--- src/rtl/rom_arb_pkg.sv ---
// Shared types and defaults for the ROM image port arbiter.
package rom_arb_pkg;

    typedef enum logic [1:0] {
        IDLE,
        WRITE,
        RD_ADDR,
        RD_DATA
    } arb_state_e;

    localparam int unsigned ROM_SIZE_DEFAULT = 32'h0003_0000;

endpackage

--- src/rtl/rom_port_arbiter_hold.sv ---
// One-entry holding register for download bytes: refills in the cycle it drains,
// flags a sticky overflow when a strobe finds it full and not draining.
module dn_hold_reg #(
    parameter int ADDR_W = 18,
    parameter int DATA_W = 8
) (
    input  logic              clk_sys,
    input  logic              reset_n,
    input  logic              wr,
    input  logic [ADDR_W-1:0] wr_addr,
    input  logic [DATA_W-1:0] wr_data,
    input  logic              drain,
    input  logic              ovf_clr,
    output logic              full,
    output logic [ADDR_W-1:0] addr,
    output logic [DATA_W-1:0] data,
    output logic              overflow
);

    logic              full_reg;
    logic [ADDR_W-1:0] addr_reg;
    logic [DATA_W-1:0] data_reg;
    logic              overflow_reg;

    always_ff @(posedge clk_sys) begin
        if (!reset_n) begin
            full_reg     <= 1'b0;
            addr_reg     <= '0;
            data_reg     <= '0;
            overflow_reg <= 1'b0;
        end else begin
            if (wr && (!full_reg || drain)) begin
                full_reg <= 1'b1;
                addr_reg <= wr_addr;
                data_reg <= wr_data;
            end else if (drain) begin
                full_reg <= 1'b0;
            end
            // A drop in the same cycle as the clear still counts as an overflow.
            if (wr && full_reg && !drain) begin
                overflow_reg <= 1'b1;
            end else if (ovf_clr) begin
                overflow_reg <= 1'b0;
            end
        end
    end

    assign full     = full_reg;
    assign addr     = addr_reg;
    assign data     = data_reg;
    assign overflow = overflow_reg;

endmodule

--- src/rtl/rom_port_arbiter.sv ---
// Arbitrates a single-port ROM image between the HPS download stream (priority)
// and CPU reads, which are only granted once a complete image has been loaded.
module rom_port_arbiter
    import rom_arb_pkg::*;
#(
    parameter int          ADDR_W   = 18,
    parameter int          DATA_W   = 8,
    parameter int unsigned ROM_SIZE = ROM_SIZE_DEFAULT
) (
    input  logic              clk_sys,
    input  logic              reset_n,
    input  logic              dn_download,
    input  logic              dn_wr,
    input  logic [ADDR_W-1:0] dn_addr,
    input  logic [DATA_W-1:0] dn_data,
    output logic              dn_busy,
    output logic              dn_overflow,
    output logic              load_done,
    output logic [ADDR_W-1:0] bytes_loaded,
    input  logic              cpu_req,
    input  logic [ADDR_W-1:0] cpu_addr,
    output logic              cpu_ack,
    output logic [DATA_W-1:0] cpu_data,
    output logic [ADDR_W-1:0] mem_addr,
    output logic              mem_we,
    output logic [DATA_W-1:0] mem_wdata,
    input  logic [DATA_W-1:0] mem_rdata
);

    localparam logic [ADDR_W-1:0] ROM_LIMIT = ADDR_W'(ROM_SIZE);

    arb_state_e        state_reg;
    logic              dn_download_reg;
    logic              armed_reg;
    logic              load_done_reg;
    logic [ADDR_W-1:0] bytes_loaded_reg;
    logic              cpu_ack_reg;
    logic [DATA_W-1:0] cpu_data_reg;
    logic [ADDR_W-1:0] mem_addr_reg;
    logic              mem_we_reg;
    logic [DATA_W-1:0] mem_wdata_reg;

    logic              hold_full;
    logic [ADDR_W-1:0] hold_addr;
    logic [DATA_W-1:0] hold_data;
    logic              drain;
    logic              dl_rise;
    logic              read_grant;
    logic              in_range;

    assign dl_rise    = dn_download & ~dn_download_reg;
    // The holding register empties on the edge that loads the memory write registers.
    assign drain      = hold_full & ((state_reg == IDLE) | (state_reg == WRITE));
    // The ack cycle is IDLE with cpu_req still high; do not restart that same read.
    assign read_grant = cpu_req & ~dn_download & load_done_reg & ~cpu_ack_reg;
    assign in_range   = hold_addr < ROM_LIMIT;

    dn_hold_reg #(
        .ADDR_W (ADDR_W),
        .DATA_W (DATA_W)
    ) u_hold (
        .clk_sys  (clk_sys),
        .reset_n  (reset_n),
        .wr       (dn_wr),
        .wr_addr  (dn_addr),
        .wr_data  (dn_data),
        .drain    (drain),
        .ovf_clr  (dl_rise),
        .full     (hold_full),
        .addr     (hold_addr),
        .data     (hold_data),
        .overflow (dn_overflow)
    );

    always_ff @(posedge clk_sys) begin
        if (!reset_n) begin
            state_reg        <= IDLE;
            // Reset high so a download already under way at reset is never treated as complete.
            dn_download_reg  <= 1'b1;
            armed_reg        <= 1'b0;
            load_done_reg    <= 1'b0;
            bytes_loaded_reg <= '0;
            cpu_ack_reg      <= 1'b0;
            cpu_data_reg     <= '0;
            mem_addr_reg     <= '0;
            mem_we_reg       <= 1'b0;
            mem_wdata_reg    <= '0;
        end else begin
            dn_download_reg <= dn_download;
            cpu_ack_reg     <= 1'b0;
            mem_we_reg      <= 1'b0;

            unique case (state_reg)
                IDLE, WRITE: begin
                    if (hold_full) begin
                        state_reg     <= WRITE;
                        mem_addr_reg  <= hold_addr;
                        mem_wdata_reg <= hold_data;
                        if (in_range) begin
                            mem_we_reg <= 1'b1;
                            if (bytes_loaded_reg != '1) begin
                                bytes_loaded_reg <= bytes_loaded_reg + 1'b1;
                            end
                        end
                    end else if (state_reg == IDLE && read_grant) begin
                        state_reg    <= RD_ADDR;
                        mem_addr_reg <= cpu_addr;
                    end else begin
                        state_reg <= IDLE;
                    end
                end
                RD_ADDR: begin
                    state_reg <= RD_DATA;
                end
                RD_DATA: begin
                    cpu_data_reg <= mem_rdata;
                    cpu_ack_reg  <= 1'b1;
                    state_reg    <= IDLE;
                end
                default: begin
                    state_reg <= IDLE;
                end
            endcase

            if (dl_rise) begin
                load_done_reg    <= 1'b0;
                bytes_loaded_reg <= '0;
                armed_reg        <= 1'b1;
            end else if (armed_reg && !dn_download && !hold_full) begin
                load_done_reg <= 1'b1;
                armed_reg     <= 1'b0;
            end
        end
    end

    assign dn_busy      = hold_full;
    assign load_done    = load_done_reg;
    assign bytes_loaded = bytes_loaded_reg;
    assign cpu_ack      = cpu_ack_reg;
    assign cpu_data     = cpu_data_reg;
    assign mem_addr     = mem_addr_reg;
    assign mem_we       = mem_we_reg;
    assign mem_wdata    = mem_wdata_reg;

endmodule

--- config.mk ---
export PLATFORM = sky130hd
export DESIGN_NAME = rom_port_arbiter
export DESIGN_NICKNAME = d
export VERILOG_FILES = /design/src/rtl/rom_arb_pkg.sv /design/src/rtl/rom_port_arbiter_hold.sv /design/src/rtl/rom_port_arbiter.sv
export SDC_FILE = /design/constraint.sdc
export NUM_CORES = 1
export LEC_CHECK = 0
export BUFFER_PORTS_ARGS = -buffer_cell sky130_fd_sc_hd__buf_2
export CAP_MARGIN = 20
export CORE_MARGIN = 2
export CORE_UTILIZATION = 53
export CTS_BUF_LIST = sky130_fd_sc_hd__clkbuf_8
export CTS_CLUSTER_DIAMETER = 60
export DETAILED_ROUTE_END_ITERATION = 10
export PLACE_DENSITY = 0.88
export SKIP_LAST_GASP = 1
export SLEW_MARGIN = 25
export SYNTH_ARGS = -nofsm -noshare
export SYNTH_HDL_FRONTEND = slang
export SYNTH_HIERARCHICAL = 1
export SYNTH_SLANG_ARGS = --single-unit
--- constraint.sdc ---
create_clock -name clk_sys -period 2.1 [get_ports clk_sys]
set_clock_uncertainty 0.15 [all_clocks]
set_input_delay 0.525 -clock clk_sys [delete_from_list [all_inputs] [get_ports clk_sys]]
set_output_delay 0.525 -clock clk_sys [all_outputs]
set_load 0.02 [all_outputs]
==> impl_metrics.py <==
metrics = {
    "outcome": {
        "status": "completed",
    },
    "timing": {
        "fin_crit_ns": 2.022,
        "min_period_over_period_pct": 96.27,
        "holdWs_ns": 0.2642,
        "final-setup-viol-count": 0,
        "worst_slew_pin_slew_ns": 0.9133,
        "rsz0062_at_grt": "false",
        "relSlewSlack_pct": 38.99,
        "finalHoldViolCount": 0,
        "drv_slew": 0,
        "max_freq_ghz": 0.4947,
        "fin_tns_setup_ns": 0,
    },
    "clock_network": {
        "post_cts_resized": 0,
        "clk_transition_reported_paths_ns": 0.09,
        "holdBufCountCts": 0,
        "cts_tree": "yes",
        "cts_sinks": 87,
        "htreeDepth": 3,
        "cts_setup_buffers": 0,
        "insertion_delay_ns": 0.35,
        "cts_buffers": 9,
        "root_buffer": "clkbuf_8",
        "clk_path_buf_depth": 2,
    },
    "yosys": {
        "ys_types": 41,
        "seq_area_frac_synth_pct": 45.28,
        "synth_edf_count": 0,
        "ys.flop_type": "dfxtp_1",
        "synth_seq_cells": 87,
        "synthArstFlopShare_pct": 0,
        "ys_warn_count": 6,
        "synth_area_um2": 3846,
        "synth_fp_nets": 476,
        "syn_area_per_cell_um2": 9.201,
        "syn_inst": 418,
    },
    "die": {
        "fp.dieW_um": 89.19,
        "chipHeight_um": 89.19,
        "fp.coreArea_um2": 7137,
        "start_util_pct": 53.89,
        "row_count": 31,
        "io_pins": 114,
        "die_area_um2": 7954,
    },
    "global_route": {
        "track_usage_pct": 19.99,
        "antenna_found_initial": 0,
        "grt-ovfl-total": 0,
        "grt_pass1_wl_um": 12610,
        "grt_max_degree": 93,
        "grt_pass1_vias": 2822,
    },
    "power_and_ir_drop": {
        "power_frac_comb_pct": 11.4,
        "pwr-share-clk_pct": 39.6,
        "p_leak_nw": 2.242,
        "peakVddDrop_v": 0.0004231,
        "sequentialPowerShare_pct": 49.0,
        "p_per_area_nw_per_um2": 766.4,
        "p_switching_mw": 0.8682,
        "internal_power_mw": 2.739,
        "switching_share_pct": 24.07,
        "finalPower_mw": 3.607,
    },
    "setup_path": {
        "reg2reg_from": "bytes_loaded[0]",
        "arrival_ns": 1.35,
        "end_kind": "output pin",
        "critical-path-top-delay-family": "buffers and inverters",
        "cp_data_required_time_ns": 1.42,
        "cpPeakStageDelay_ns": 0.42,
        "path_buf_inv": 2,
        "critPathMaxFanout": 19,
        "critical_path.startpoint": "u_hold/full",
        "setup.worst_path.class": "reg -> out",
        "critical_path.cell_chain": "buf_4 > buf_2",
        "start_kind": "flip-flop",
        "crit_slowest_cell": "dfxtp_1",
    },
    "final_layout": {
        "drive_above_1_share_pct": 27.32,
        "fill_cells": 627,
        "multi_input_area_um2": 1926,
        "area_delta_synth_final_pct": 22.38,
        "layout_common_cells": "nand2_1, buf_2, dfxtp_1",
        "post-route-util_pct": 65.95,
        "final_common_cell": "nand2_1",
        "fin_nets": 580,
        "antenna_cells": 0,
        "seq_area_um2": 1742,
    },
    "routing": {
        "drt_iter0_markers": 108,
        "firstDrtPassIters": 6,
        "wl_um": 7988,
        "ant_nets": 0,
        "routedWlPerCell_um": 12.76,
        "via_count": 3209,
        "drc": 0,
        "vias_per_cell": 5.126,
    },
    "place": {
        "port_buffers": 113,
        "place_congestion": 0.8360,
        "hpwlAfterDp_um": 5626,
    },
    "job": {
        "drv_cap": 0,
    },
    "min_path": {
        "hp-class": "in -> reg",
        "min_from": "dn_data[4]",
    },
}
-- power groups by stage --
stage / clock network, mW / logic (mW) / registers (mW)
after detailed placement: 0 / 0.416 / 1.81
after global routing: 1.51 / 0.453 / 1.78
after floorplan: 0 / 0.244 / 1.85
final: 1.43 / 0.411 / 1.77
after CTS: 1.46 / 0.418 / 1.77
after global placement: 0 / 0.405 / 1.80
-- metal layers --
metal	vias to the layer above	part of all wire, %	global-route usage, %
met5	-	0	0
met4	0	1.3	7.327
met3	10	5.6	4.340
met2	87	46	33.67
met1	1445	48	25.20
li1	1667	-	-
-- synthesized netlist by cell type, types with 2 or more instances --
| cell | instances | share of area [%] |
|---|---|---|
| a211oi_1 | 3 | 0.59 |
| a21boi_0 | 17 | 3.3 |
| a21oi_1 | 12 | 1.6 |
| and2_1 | 2 | 0.33 |
| and3_1 | 6 | 0.98 |
| buf_1 | 2 | 0.20 |
| buf_12 | 3 | 1.6 |
| buf_2 | 11 | 1.4 |
| buf_4 | 2 | 0.39 |
| clkbuf_1 | 10 | 0.98 |
| dfxtp_1 | 87 | 45 |
| inv_1 | 2 | 0.20 |
| mux2i_1 | 53 | 14 |
| nand2_1 | 117 | 11 |
| nand2b_1 | 10 | 1.6 |
| nand3_1 | 12 | 1.6 |
| nand4_1 | 5 | 0.81 |
| nor2_1 | 4 | 0.39 |
| nor2b_1 | 3 | 0.49 |
| nor2b_4 | 2 | 0.72 |
| nor3b_1 | 2 | 0.39 |
| nor4_1 | 4 | 0.65 |
| o211a_1 | 18 | 4.7 |
| o21a_1 | 3 | 0.59 |
| o21ai_1 | 2 | 0.26 |
| o31ai_1 | 6 | 1.2 |
| or3_1 | 4 | 0.65 |
| or4_1 | 3 | 0.59 |
-- tightest hold or removal path: cells and delay by family --
family	cells	cell delay [ns]
buffers and inverters	1	0.10
muxes	1	0.05
and+or+nand+nor	1	0.04
-- logic make-up after synthesis --
group / count (synthesis) / share of synthesized area [%]
AO/OA/AOI/OAI: 65 / 13.08
flip-flops: 87 / 45.28
AND/OR/NAND/NOR: 181 / 22.64
adder cells (fa/ha/maj): 1 / 0.3253
buffers and inverters: 31 / 4.880
multiplexers: 53 / 13.79
-- final timing paths --
| path | end | slack [ns] | depth (start not counted) |
|---|---|---|---|
| hold / removal | u_hold/data[4] | 0.26 | 3 |
| hold reg to reg | cpu_data[7] | 0.31 | 2 |
| setup reg to reg | bytes_loaded[14] | 0.18 | 5 |
| setup / recovery | dn_busy | 0.08 | 2 |
-- final cells by class --
class	count	area share, %
multi-input combinational	300	40.91
sequential	87	37.00
timing repair buffer	121	13.82
clock buffer	10	2.924
tap	99	2.632
clock inverter	6	2.446
inverter	3	0.2658
-- metrics by stage --
stage	std cells	setup WS, ns	instance area (um^2)
after floorplan	418	0.07325	3846
after global placement	610	0.2267	4454
after detailed placement	610	0.1751	4454
after CTS	626	0.04146	4707
after global routing	626	0.006765	4707
final	626	0.07837	4707
(Power assumes the default switching activity.)
